`src/rtl/reg_file_sb.sv`:
```
// reg_file_sb: parametrised register file with write-through forwarding and a
// per-register pending scoreboard for decode-stage RAW/WAW hazard detection.
// Latency: reads are combinational (READ_REG=0) or valid one cycle after the
// address (READ_REG=1). Scoreboard flags are combinational. pend_cnt is registered.
// Ports:
//   clk, rst                    rising-edge clock, async active-high reset
//   wr_en/wr_addr/wr_data       writeback port (address 0 is ignored)
//   rd_addr_x/rd_data_x         two read ports (address 0 always reads 0)
//   iss_en/iss_dest             issue side; marks iss_dest as awaiting writeback
//   rd_pend_x                   register at rd_addr_x is still awaiting writeback
//   hazard                      any read-side pending flag, or issue to a pending dest
//   pend_cnt                    number of registers currently pending
module reg_file_sb #(
  parameter int DATA_W   = 8,
  parameter int ADDR_W   = 4,
  parameter int READ_REG = 0,
  parameter int BYPASS   = 1
) (
  input  logic              clk,
  input  logic              rst,
  input  logic              wr_en,
  input  logic [ADDR_W-1:0] wr_addr,
  input  logic [DATA_W-1:0] wr_data,
  input  logic [ADDR_W-1:0] rd_addr_1,
  output logic [DATA_W-1:0] rd_data_1,
  input  logic [ADDR_W-1:0] rd_addr_2,
  output logic [DATA_W-1:0] rd_data_2,
  input  logic              iss_en,
  input  logic [ADDR_W-1:0] iss_dest,
  output logic              rd_pend_1,
  output logic              rd_pend_2,
  output logic              hazard,
  output logic [ADDR_W:0]   pend_cnt
);

  localparam int DEPTH = 2 ** ADDR_W;
  localparam logic [ADDR_W:0] CNT_ONE = 1;

  logic [DATA_W-1:0] mem [DEPTH];
  logic [DEPTH-1:0]  pending;
  logic [ADDR_W:0]   pend_cnt_q;

  // ---------------------------------------------------------------------------
  // Storage. Each entry resets to its own index (truncated to DATA_W), so no
  // entry is ever unknown. Entry 0 is never written and resets to 0.
  // ---------------------------------------------------------------------------
  always_ff @(posedge clk or posedge rst) begin
    if (rst) begin
      for (int i = 0; i < DEPTH; i++) begin
        mem[i] <= DATA_W'(i);
      end
    end else if (wr_en && (wr_addr != '0)) begin
      mem[wr_addr] <= wr_data;
    end
  end

  // ---------------------------------------------------------------------------
  // Forwarding hits: a write to the same non-zero register in this cycle.
  // ---------------------------------------------------------------------------
  logic fwd_1;
  logic fwd_2;
  logic fwd_dest;

  assign fwd_1    = (BYPASS != 0) && wr_en && (wr_addr == rd_addr_1);
  assign fwd_2    = (BYPASS != 0) && wr_en && (wr_addr == rd_addr_2);
  assign fwd_dest = (BYPASS != 0) && wr_en && (wr_addr == iss_dest);

  // Combinational read value, shared by both read modes so registered reads
  // capture exactly what a combinational read would have shown.
  logic [DATA_W-1:0] rd_comb_1;
  logic [DATA_W-1:0] rd_comb_2;

  always_comb begin
    rd_comb_1 = mem[rd_addr_1];
    if (rd_addr_1 == '0) begin
      rd_comb_1 = '0;
    end else if (fwd_1) begin
      rd_comb_1 = wr_data;
    end
  end

  always_comb begin
    rd_comb_2 = mem[rd_addr_2];
    if (rd_addr_2 == '0) begin
      rd_comb_2 = '0;
    end else if (fwd_2) begin
      rd_comb_2 = wr_data;
    end
  end

  generate
    if (READ_REG != 0) begin : g_rd_reg
      logic [DATA_W-1:0] rd_q_1;
      logic [DATA_W-1:0] rd_q_2;

      always_ff @(posedge clk or posedge rst) begin
        if (rst) begin
          rd_q_1 <= '0;
          rd_q_2 <= '0;
        end else begin
          rd_q_1 <= rd_comb_1;
          rd_q_2 <= rd_comb_2;
        end
      end

      assign rd_data_1 = rd_q_1;
      assign rd_data_2 = rd_q_2;
    end else begin : g_rd_comb
      assign rd_data_1 = rd_comb_1;
      assign rd_data_2 = rd_comb_2;
    end
  endgenerate

  // ---------------------------------------------------------------------------
  // Scoreboard. Register 0 is never marked, so pending[0] stays 0 and the
  // address-0 masking on the read flags is only a safeguard.
  // ---------------------------------------------------------------------------
  logic set_en;
  logic clr_en;
  logic cnt_inc;
  logic cnt_dec;
  logic dest_pend;

  assign set_en = iss_en && (iss_dest != '0);
  assign clr_en = wr_en;

  // Count only real transitions: setting an already-pending bit adds nothing,
  // and a clear that is overridden by a same-edge set subtracts nothing.
  assign cnt_inc = set_en && !pending[iss_dest];
  assign cnt_dec = clr_en && pending[wr_addr] && !(set_en && (iss_dest == wr_addr));

  always_ff @(posedge clk or posedge rst) begin
    if (rst) begin
      pending    <= '0;
      pend_cnt_q <= '0;
    end else begin
      if (clr_en) begin
        pending[wr_addr] <= 1'b0;
      end
      // Issued after the clear so a same-register collision leaves the bit set.
      if (set_en) begin
        pending[iss_dest] <= 1'b1;
      end
      case ({cnt_inc, cnt_dec})
        2'b10:   pend_cnt_q <= pend_cnt_q + CNT_ONE;
        2'b01:   pend_cnt_q <= pend_cnt_q - CNT_ONE;
        default: pend_cnt_q <= pend_cnt_q;
      endcase
    end
  end

  // A register being written back this cycle is no longer a hazard when the
  // write data is forwarded.
  assign rd_pend_1 = (rd_addr_1 != '0) && pending[rd_addr_1] && !fwd_1;
  assign rd_pend_2 = (rd_addr_2 != '0) && pending[rd_addr_2] && !fwd_2;
  assign dest_pend = pending[iss_dest] && !fwd_dest;
  assign hazard    = rd_pend_1 || rd_pend_2 || (iss_en && dest_pend);
  assign pend_cnt  = pend_cnt_q;

endmodule

```
`config.mk`:
```
export PLATFORM = sky130hd
export DESIGN_NAME = reg_file_sb
export DESIGN_NICKNAME = d
export VERILOG_FILES = /design/src/rtl/reg_file_sb.sv
export SDC_FILE = /design/constraint.sdc
export NUM_CORES = 1
export LEC_CHECK = 0
export ABC_AREA = 1
export BUFFER_PORTS_ARGS = -buffer_cell sky130_fd_sc_hd__clkbuf_2
export CORE_MARGIN = 3
export CORE_UTILIZATION = 42
export CTS_BUF_LIST = sky130_fd_sc_hd__clkbuf_4 sky130_fd_sc_hd__clkbuf_8
export DETAILED_ROUTE_END_ITERATION = 10
export PLACE_DENSITY_LB_ADDON = 0.1
export RECOVER_POWER = 100
export SLEW_MARGIN = 40
export SYNTH_ARGS = -nofsm -noshare
export SYNTH_HDL_FRONTEND = slang
export SYNTH_SLANG_ARGS = --single-unit
```
`constraint.sdc`:
```
create_clock -name clk -period 4.5 [get_ports clk]
set_input_delay 0.225 -clock clk [delete_from_list [all_inputs] [get_ports clk]]
set_output_delay 0.225 -clock clk [all_outputs]
set_load 0.005 [all_outputs]
```
======== Yosys cells after proc, flatten, opt, wreduce, memory -nomap -nowiden ========
Index checks and enable logic that the tools add are counted.
word-level totals
  flip-flop bits (word level) ............. 149
  output and inout port bits .............. 24
  bits of input ports ..................... 28
cells by class
  bitwise gates (word level) .............. 6
  reduce and logical (&&, ||, !) cells .... 32
  add/sub/neg operators ................... 2
  equal/unequal tests ..................... 6
  muxes and demuxes ....................... 28
  $lt $le $gt $ge ......................... 10
operators by type and width
  operator                                              number
  bitwise mux 128 bit                                   1
  two-way mux 8 bit                                     9
  binary-select mux 8 bit (select 4 bit)                2
  demux 8 bit (select 4 bit)                            1
  two-way mux 16 bit                                    2
  < comparator 4 x 5 -> 1 bit (second input constant)   4
  logical AND 1 bit                                     18
  bitwise AND 16 bit                                    1
  binary-select mux 1 bit (select 4 bit)                4
  equality test 4 bit                                   4
  inverter 16 bit                                       1
  bitwise OR 16 bit                                     1
  nonzero test 4 bit                                    4
  >= comparator 5 bit (second input constant)           3
  inverter 4 -> 5 bit                                   3
  one-hot mux 5 bit (2 select lines)                    1
  demux 1 bit (select 4 bit)                            2
  >= comparator 4 x 1 -> 1 bit (second input constant)  2
  zero test 4 bit                                       2
  two-way mux 1 bit                                     6
  adder 5 x 1 -> 5 bit (second input constant)          1
  zero test 1 bit                                       5
  < comparator 5 x 1 -> 1 bit (second input constant)   1
  subtractor 5 x 1 -> 5 bit (second input constant)     1
  4 further kinds                                       5

======== Longest topological paths before layout ========
Gate-level depths: netlist (run 1).
  word-level depth ........................ 9
  depth in mapped cells ................... 20

======== Worst setup path after synthesis (run 1) ========
No wires, ideal clock.
  path type ............................... input to register
  start point ............................. input port iss_dest[0]
  end point ............................... register pend_cnt_q[4], in the netlist pend_cnt[4]
  cell stages on the path ................. 19
  setup time .............................. 0.117 ns
  path slack .............................. 2.224 ns
  arrival time ............................ 2.160 ns
  path through ............................ buf_2 > buf_2 > nor2_1 > nand2_1 > nand2_1 > inv_1 > nand3_1 > nand2_1 > nor2_1 > ha_1 > inv_1 > fa_1 > inv_1 > a21oi_1 > nor2_1 > nor2_1 > xor2_1 > nand2_1 > nand2_1
on the way
  longest elaborated chain between the ends .. 7
  elaborated cells on any way between the ends .. 14
ends and longest elaborated chain
  element                                                                                     line  source
  start: declaration                                                                          29    input logic [ADDR_W-1:0] iss_dest,
  parallel branches: the longest is 7 deep, another holds one-hot mux 5 bit (2 select lines)  --
  end signal: assignment                                                                      145   2'b10: pend_cnt_q <= pend_cnt_q + CNT_ONE;
  end signal: assignment                                                                      146   2'b01: pend_cnt_q <= pend_cnt_q - CNT_ONE;
  end signal: assignment                                                                      147   default: pend_cnt_q <= pend_cnt_q;
  end: declaration                                                                            41    logic [ADDR_W:0] pend_cnt_q;
Parallel ways; which one is timed is not known. The select of a mux whose other input is x is not followed.
A chain may end at the register's enable or synchronous reset.

======== Final worst setup path (run 1) ========
  start point ............................. input port rd_addr_1[0]
  end point ............................... output port rd_data_1[5]
on the way
  longest elaborated chain between the ends .. 6
  elaborated cells on any way between the ends .. 9
ends and longest elaborated chain
  element                                                line  source
  start: declaration                                     24    input logic [ADDR_W-1:0] rd_addr_1,
  inverter 4 -> 5 bit (implied by the code)              74    rd_comb_1 = mem[rd_addr_1];
  binary-select mux 8 bit (select 4 bit)                 74
  two-way mux 8 bit (implied by the code) (2 in series)  74
  two-way mux 8 bit                                      77    end else if (fwd_1) begin
  two-way mux 8 bit (*)                                  75    if (rd_addr_1 == '0) begin
  end: declaration                                       25    output logic [DATA_W-1:0] rd_data_1,
Every way passes the cells marked *; elsewhere a longest branch is shown, timed or not. The select of a mux whose other input is x is not followed.

==> results of run 1 <==
==> repair_timing <==
action,in CTS,in global routing
hold endpoints to repair,55,0
hold buffers,1,0
setup endpoints to repair,0,0
==> where the power goes <==
| group | total (mW) | switching, mW | internal [mW] |
|---|---|---|---|
| Combinational | 1.08 | 0.705 | 0.378 |
| Sequential | 1.86 | 0.176 | 1.68 |
| Clock | 1.03 | 0.612 | 0.423 |
| Total | 3.98 | 1.49 | 2.48 |
==> worst min path at each step <==
| stage | to | slack, ns | cells after the start |
|---|---|---|---|
| after global routing | pending[8]$_DFF_PP0_ | 0.07 | 2 |
| after detailed placement | mem[121]$_DFFE_PP0P_ | 0.38 | 0 |
| after global placement | mem[121]$_DFFE_PP0P_ | 0.38 | 0 |
| after CTS | pending[8]$_DFF_PP0_ | 0.05 | 2 |
| after floorplan | pending[8]$_DFF_PP0_ | 0.33 | 1 |
| final | pending[8]$_DFF_PP0_ | 0.08 | 2 |
==> cell type report <==
cell class,instances,area (µm²)
Sequential cell,149,3770
Inverter,131,493
Timing Repair Buffer,61,332
Multi-Input combinational cell,956,4470
Clock buffer,18,248
Tap cell,275,344
Clock inverter,14,128
Fill cell,2293,11600
==> metrics by stage <==
stage / setup WS (ns) / instances / total power, mW / instance area [µm²]
final: 1.11 / 1604 / 3.98 / 9780
after CTS: 1.61 / 1603 / 4.01 / 9930
after floorplan: 0.320 / 1329 / 2.63 / 9320
after global placement: 1.63 / 1570 / 2.95 / 9540
after global routing: 0.718 / 1604 / 4.26 / 9780
after detailed placement: 1.61 / 1570 / 2.97 / 9550
==> flip-flops by register name, indices dropped and copies added (netlist names) <==
| signal | count |
|---|---|
| mem | 128 |
| pend_cnt | 5 |
| pending | 16 |
==> worst max-delay path: cells and delay by family <==
| family | cells | cell delay [ns] |
|---|---|---|
| buffers and inverters | 3 | 1.64 |
| AND/OR/NAND/NOR | 5 | 0.97 |
| AO/OA/AOI/OAI | 1 | 0.27 |
==> cells by family (layout without fill, tap and decap cells) <==
kind of cell / after synthesis / after routing / synth area share [%]
AND/OR/NAND/NOR: 584 / 584 / 26.5
AO/OA/AOI/OAI: 360 / 360 / 21.5
buffers and inverters: 224 / 224 / 10.1
flip-flops: 149 / 149 / 40.4
XOR/XNOR: 7 / 7 / 0.658
adder cells (fa/ha/maj): 5 / 5 / 0.752
==> layer usage <==
layer | vias to the layer above | part of all wire (%) | GRT usage (%)
met5 | - | 0 | 0
met4 | 0 | 2.4 | 7.82
met3 | 43 | 7.4 | 5.03
met2 | 334 | 44 | 38.7
met1 | 4134 | 46 | 38.8
li1 | 4328 | - | -
==> cells in the final DEF (no fill, tap or decap), types with 2 or more instances in the layout <==
master      n
dfstp_2    32
ha_1        4
clkinv_4    3
xnor2_1     3
o21ai_2     6
nor2_1    111
o21ai_1    13
o211ai_1   55
o21ai_0   176
inv_8       2
clkbuf_2   40
clkbuf_1   13
a21oi_1    89
nor2_2      3
clkbuf_8   18
buf_4       6
dfrtp_1   117
nand2_1   371
inv_2       2
nand3_2     2
nand3_1    95
inv_6       9
inv_1     127
xor2_1      4
a22oi_1     7
o22ai_1    11
==> metrics, run 1 <==
status=finished with violations; failing checks=capacitance limit, slew limit; crit-path cells=buf_4 -> clkbuf_2 -> o21ai_0 -> nor2_1 -> nand3_2 -> nand3_1 -> nor2_1 -> nor2_1 -> clkbuf_2; worst vdd ir=154 µV; Slew Viols, Final=106; worst-margin pin slew=2.21 ns; start point of the critical path=rd_addr_1[0]; GRT Total Usage=26.1%; crit-path most repeated cell=nor2_1; slowest cell on the critical path=clkbuf_2; WP data arrival=3.16 ns; initial antenna violation count=0; reg2reg end=pend_cnt[4]$_DFFE_PP0P_; reg2reg setup slack=~2.1 ns; clock sink count=149; Nets=roughly 1,300; ys flop type=dfrtp_1; clock input transition at the sequential cells of the worst setup and hold paths=0.09 ns; Final Hold Fails=0; max-capacitance violation count=3; Via density=5.51; Rows=53; Mapped Area=about 9300 µm²; Startpoint Class=input port; final hold slack=~0.076 ns; CP Capture Point=rd_data_1[5]; Antenna Nets Post-Route=0; Starting Density=43.5%; Worst setup EP type=output pin; Critical Path RT=4.28 ns; Peak Freq=295 MHz; area leader, netlist=dfrtp_1; slew margin rel.=-47.5%; DRT iter0 DRCs=833; vias in the first global route=8,172; ranking of synthesized cells by area=dfrtp_1, nand2_1, dfstp_2, o21ai_0, nand3_1; Die Wd=about 150 µm; Syn Nets=1,362; pwr/cell area=406 nW/µm²; Detailed Routing Iterations Pass 1=6; Area growth syn-to-layout=4.93%; r2r worst-path depth=18; top cells by count, synth=nand2_1, o21ai_0, inv_1, dfrtp_1, nor2_1; setup violators final=0; Post-CTS Setup Inserts=0; Min Clock Period, post-route=between 3 and 4 ns; Static Leakage=4.65 nW; post-synthesis sequential area ratio=40.4%; YS warnings=0; vias=slightly below 9,000; core region area=21,400 µm²; H-tree depth=4; Synth cell types=34; Clock Skew=approximately 0.0011 ns; worst-path fanout max=a little under 70; DRC Markers=0; root buffer cell=clkbuf_8; layout cell share with drive strength beyond 1=9.41%; Die Height=roughly 150 µm; Worst-Skew Late Latency=around 0.46 ns; largest net degree at the start of global routing=80; count leader, synth=nand2_1; share of Yosys cell area claimed by the top area cell type=31.4%; wirelength, routed=31,100 µm; Placer Congestion=0.898; worst r2r src=pending[14]$_DFF_PP0_; Die Footprint=24,000 µm²; # port buffers=51; number of CTS-inserted buffers=17; flip-flop and latch count after synthesis=~150; asr flop ratio synth=100%; cells resized by post-CTS repair=0; Antenna diodes=0; CTS tree=yes; Hold Crit Class=input port to flip-flop; Post-synth EDFFs=0; dpl hpwl=~21,000 µm; num ports=52; beginning of the worst hold path=iss_dest[2]; WL per Instance=around 19 µm; setup_tns=0 ns; CP Class=input port to output pin; first-pass GRT wire length=48,600 µm; Clock Path Buffers=2; RSZ-0062 raised after global routing=false; Congestion Overflow GR=0; fin util=45.7%; CP max stage delay=1.06 ns; period utilisation layout=between 70% and 80%; Post-Syn Instances=~1,300; mean post-synth cell area=between 7 and 8 µm²
Note: power is estimated with default switching activity, not from simulation.
==> run 2: changes to the inputs <==
--- a/config.mk
+++ b/config.mk
@@ -5,7 +5,7 @@
 export SDC_FILE = /design/constraint.sdc
 export NUM_CORES = 1
 export LEC_CHECK = 0
-export ABC_AREA = 1
+export ABC_AREA = 0
 export BUFFER_PORTS_ARGS = -buffer_cell sky130_fd_sc_hd__clkbuf_2
 export CORE_MARGIN = 3
 export CORE_UTILIZATION = 42
==> constraint.sdc (replaced) <==
create_clock -name clk -period 3.49 [get_ports clk]
set_input_delay 0.1745 -clock clk [delete_from_list [all_inputs] [get_ports clk]]
set_output_delay 0.1745 -clock clk [all_outputs]
set_load 0.005 [all_outputs]
==> metrics, run 2 <==
reg2reg end=pend_cnt[4]$_DFFE_PP0P_; Worst-Skew Late Latency=0.45 ns; top cells by count, synth=mux2_2, dfrtp_1, mux4_2, o21ai_0, clkbuf_1; crit-path cells=mux4_2 -> mux4_2 -> o211a_1 -> ha_1 -> ha_1 -> nor2b_1 -> o21ai_0 -> a21oi_1 -> nor3_1 -> xor2_1; setup_tns=0 ns; Min Clock Period, post-route=3.08 ns; post-synthesis sequential area ratio=43.7%; Mapped Area=8620 µm²; Startpoint Class=flip-flop; share of Yosys cell area claimed by the top area cell type=between 30% and 40%; worst-path fanout max=5; first-pass GRT wire length=37,000 µm; Gate power share=between 20% and 30%; status=finished with violations; vias=5,661; ranking of synthesized cells by area=dfrtp_1, mux4_2, mux2_2, dfstp_2, o21ai_0; worst-margin pin slew=about 1.8 ns; asr flop ratio synth=100%; clock sink count=149; count leader, synth=mux2_2; Starting Density=43.4%; Antenna diodes=0; number of CTS-inserted buffers=17; Die Wd=149 µm; DRT iter0 DRCs=384; Place WS=0.223 ns; Via density=a little over 6; Clock Power Share=26.3%; Die Footprint=22,300 µm²; final hold slack=0.132 ns; CP Capture Point=pend_cnt[4]$_DFFE_PP0P_; WL per Instance=25.9 µm; worst path bufs/invs=0; initial antenna violation count=0; mean post-synth cell area=14.2 µm²; area leader, netlist=dfrtp_1; Post-CTS Setup Inserts=0; # port buffers=51; Antenna Nets Post-Route=0; commonest non-fill, non-tap cell in the layout=mux2_2; CP Class=flip-flop to flip-flop; failing checks=capacitance limit, slew limit; Cell Count, Final, Fillers Out=927; ys flop type=dfrtp_1; Synth cell types=42; Top Family by Delay on Critical Path=multiplexers; Syn Nets=639; WP data arrival=3.46 ns; GRT Total Usage=about 23%; layout cell share with drive strength beyond 1=slightly below 50%; sw frac=29.5%; Area growth syn-to-layout=10.8%; r2r worst-path depth=10; DRC Markers=0; num ports=52; root buffer cell=clkbuf_8; Peak Freq=324 MHz; Largest Register=mem; vias in the first global route=6,004; Post-Syn Instances=606; Flop pwr share=46.6%; Critical Path RT=3.87 ns; design area=around 9600 µm²; Post-DP Area=9210 µm²; Die Height=~150 µm; pwr/cell area=around 560 nW/µm²; period utilisation layout=around 90%; final worst-path setup slack=0.406 ns; max-capacitance violation count=1; YS warnings=0; largest net degree at the start of global routing=150; switching power=1.57 mW; CP max stage delay=0.49 ns; clock input transition at the sequential cells of the worst setup and hold paths=0.08 ns; Pwr Total=5.34 mW; reg2reg setup slack=0.41 ns; Hold Crit Class=input port to flip-flop; worst r2r src=pending[15]$_DFF_PP0_; fin util=48.1%; H-tree depth=4; slowest cell on the critical path=mux4_2; Slew Viols, Final=67; Post-synth EDFFs=0; CP Depth=10; Final Hold Fails=0; Worst setup EP type=flip-flop; most frequent cells in the layout=mux2_2, dfrtp_1, mux4_2; worst vdd ir=about 260 µV; core region area=19,800 µm²; Clock Skew=0.00747 ns; RSZ-0062 raised after global routing=false; start point of the critical path=pending[15]$_DFF_PP0_; Nets=682; Inst Count DP=893; max reg flops=approximately 130; flip-flop and latch count after synthesis=149; Int Pwr=3.76 mW; Rows=51; setup violators final=0; Detailed Routing Iterations Pass 1=5; wirelength, routed=roughly 24,000 µm; dpl hpwl=between 15,000 and 20,000 µm; CTS tree=yes; Congestion Overflow GR=0; slew margin rel.=-18.6%; Placer Congestion=about 0.86; Clock Path Buffers=2; Static Leakage=approximately 3.9 nW
[run 2: cell families (layout without fill, tap and decap cells)]
family                   after synthesis  count (layout)  synth area share (%)
multiplexers                         220             220                  41.7
AND/OR/NAND/NOR                       76              76                  4.34
adder cells (fa/ha/maj)                5               5                 0.813
buffers and inverters                 80             136                  3.82
XOR/XNOR                              15              15                  1.52
AO/OA/AOI/OAI                         61              61                  4.12
flip-flops                           149             149                  43.7
[run 2: layout make-up]
type                    count  area (µm²)
clock inverters            11         124
well taps                 265         332
repair buffers             78         438
inverters                  26         101
clock buffers              21         283
multi-input cells         377        4500
fillers                  1754       10300
flip-flops and latches    149        3770
[run 2: power by group through the flow]
stage	registers [mW]	clock network [mW]	logic, mW
after floorplan	2.41	0	1.12
after global placement	2.47	0	1.43
after detailed placement	2.51	0	1.47
after CTS	2.48	1.44	1.48
after global routing	2.55	1.51	1.57
final	2.49	1.40	1.45
[run 2: layer usage]
| metal | track usage (%) | wire (µm) | vias up |
|---|---|---|---|
| met5 | 0 | 0 | - |
| met4 | 5.81 | 388 | 0 |
| met3 | 4.35 | 1240 | 29 |
| met2 | 36.1 | 11800 | 191 |
| met1 | 32.0 | 10700 | 3052 |
| li1 | - | - | 2389 |
[run 2: worst min path at each step]
stage / start / endpoint / cells after the start
global placement: mem[125]$_DFFE_PP0P_ / mem[125]$_DFFE_PP0P_ / 0
global route: iss_dest[3] / pending[12]$_DFF_PP0_ / 2
CTS: iss_dest[3] / pending[12]$_DFF_PP0_ / 2
finish: iss_dest[3] / pending[12]$_DFF_PP0_ / 2
floorplan: wr_data[4] / mem[100]$_DFFE_PP0P_ / 1
detailed placement: mem[125]$_DFFE_PP0P_ / mem[125]$_DFFE_PP0P_ / 0
[run 2: what timing repair did]
action / CTS / global route
hold buffers: 1 / 0
endpoints found under the hold margin: 56 / 0
gates resized for setup: 0 / 0
endpoints found under the setup margin: 0 / 0
==> run 3: changes to the inputs <==
--- a/config.mk
+++ b/config.mk
@@ -6,7 +6,7 @@
 export NUM_CORES = 1
 export LEC_CHECK = 0
 export ABC_AREA = 0
-export BUFFER_PORTS_ARGS = -buffer_cell sky130_fd_sc_hd__clkbuf_2
+export BUFFER_PORTS_ARGS = -buffer_cell sky130_fd_sc_hd__buf_2
 export CORE_MARGIN = 3
 export CORE_UTILIZATION = 42
 export CTS_BUF_LIST = sky130_fd_sc_hd__clkbuf_4 sky130_fd_sc_hd__clkbuf_8
==> metrics, run 3 (synthesis results as in run 2) <==
Pwr Total=approximately 5.3 mW; Slew Viols, Final=0; Die Footprint=22,300 µm²; num ports=52; DRC Markers=0; most frequent cells in the layout=mux2_2, dfrtp_1, mux4_2; met2 usage=35.5%; switching power=around 1.5 mW; slowest cell on the critical path=clkbuf_1; Post-CTS Setup Inserts=0; M1 GR Usage=between 30% and 40%; CP max stage delay=0.67 ns; pwr/cell area=around 560 nW/µm²; cells resized by post-CTS repair=0; Rows=51; Placer Congestion=between 0.8 and 0.9; Final Hold Fails=0; Peak Freq=321 MHz; Die Wd=149 µm; start point of the critical path=wr_addr[0]; Area growth syn-to-layout=10.5%; Hold Buf Count CTS=1; RSZ-0062 raised after global routing=false; Flop pwr share=46.9%; # port buffers=51; initial antenna violation count=0; Nets=680; setup_tns=0 ns; clock sink count=149; core region area=between 15,000 and 20,000 µm²; max-capacitance violation count=0; Static Leakage=3.82 nW; clock input transition at the sequential cells of the worst setup and hold paths=approximately 0.090 ns; Clock Skew=0.0175 ns; Congestion Overflow GR=0; number of CTS-inserted buffers=17; CP Class=input port to flip-flop; WL per Instance=about 26 µm; reg2reg setup slack=0.46 ns; Largest Register=mem; layout cell share with drive strength beyond 1=48.6%; Top Family by Delay on Critical Path=multiplexers; worst r2r src=pending[7]$_DFF_PP0_; CTS tree=yes; period utilisation layout=89.1%; final hold slack=0.0886 ns; Antenna Nets Post-Route=0; worst path bufs/invs=1; Via density=6.07; reg2reg end=pend_cnt[4]$_DFFE_PP0P_; worst-margin pin slew=between 1 and 1.5 ns; CP Depth=11; Worst-Skew Late Latency=0.46 ns; Critical Path RT=just under 4 ns; Int Pwr=3.75 mW; commonest non-fill, non-tap cell in the layout=mux2_2; Min Clock Period, post-route=3.11 ns; r2r worst-path depth=10; Startpoint Class=input port; setup violators final=0; vias in the first global route=6,047; GRT Total Usage=22.3%; root buffer cell=clkbuf_8; wirelength, routed=23,700 µm; WP data arrival=3.49 ns; busiest layer in global routing=met2; Clock Path Buffers=2; sw frac=29.2%; Detailed Routing Iterations Pass 1=4; Hold Crit Class=input port to flip-flop; CP Capture Point=pend_cnt[4]$_DFFE_PP0P_; worst vdd ir=approximately 240 µV; H-tree depth=4; Clock Power Share=25.9%; Die Height=roughly 150 µm; DRT iter0 DRCs=around 410; worst-path fanout max=17; slew margin rel.=roughly 5.1%; status=complete, no violations; Gate power share=27.2%; GR Util met3=5.01%; first-pass GRT wire length=between 30,000 and 40,000 µm; vias=5,613; Worst setup EP type=flip-flop; max reg flops=around 130; largest net degree at the start of global routing=121; Antenna diodes=0; crit-path cells=clkbuf_1 -> mux4_2 -> mux4_2 -> o211a_1 -> ha_1 -> ha_1 -> nor2b_1 -> o21ai_0 -> a21oi_1 -> nor3_1 -> xor2_1; Starting Density=about 43%; dpl hpwl=about 15,000 µm
==> run 3: worst min-delay path by stage <==
stage,start,end,cells after the start
final,iss_en,pending[7]$_DFF_PP0_,3
after global routing,iss_dest[3],pending[12]$_DFF_PP0_,2
after CTS,iss_en,pending[7]$_DFF_PP0_,3
after detailed placement,rst,mem[53]$_DFFE_PP0P_,2
after global placement,rst,mem[53]$_DFFE_PP0P_,2
after floorplan,wr_data[4],mem[100]$_DFFE_PP0P_,1
==> run 3: per-stage QoR <==
step                      util, %  worst slack [ns]  cells  instance area [µm²]
after global placement       46.4             0.366    892                 9200
after global routing         48.0             0.200    925                 9520
final                        48.0             0.379    925                 9520
after floorplan                 -             0.670    606                 8630
after detailed placement     46.4             0.334    892                 9200
after CTS                    48.4             0.480    925                 9610
==> run 3: power by group through the flow <==
stage / clock (mW) / sequential, mW / combinational (mW)
global placement: 0 / 2.47 / 1.43
global route: 1.48 / 2.54 / 1.57
CTS: 1.41 / 2.48 / 1.47
floorplan: 0 / 2.41 / 1.12
finish: 1.37 / 2.48 / 1.44
detailed placement: 0 / 2.51 / 1.47
==> run 3: layer usage <==
layer	share of wire [%]	up-vias
li1	-	2389
met1	44	2996
met2	48	206
met3	6.0	22
met4	1.3	0
met5	0	-
==> run 3: area by class of cell <==
class | instances | area [µm²]
flip-flops and latches | 149 | 3770
multi-input cells | 377 | 4510
fillers | 1782 | 10300
repair buffers | 76 | 414
well taps | 265 | 332
clock buffers | 21 | 277
inverters | 26 | 98.8
clock inverters | 11 | 123
==> run 3: worst min-delay path: stages <==
cell,delay [ns]
buf_2,0.15
nand2_1,0.11
o21ai_0,0.08
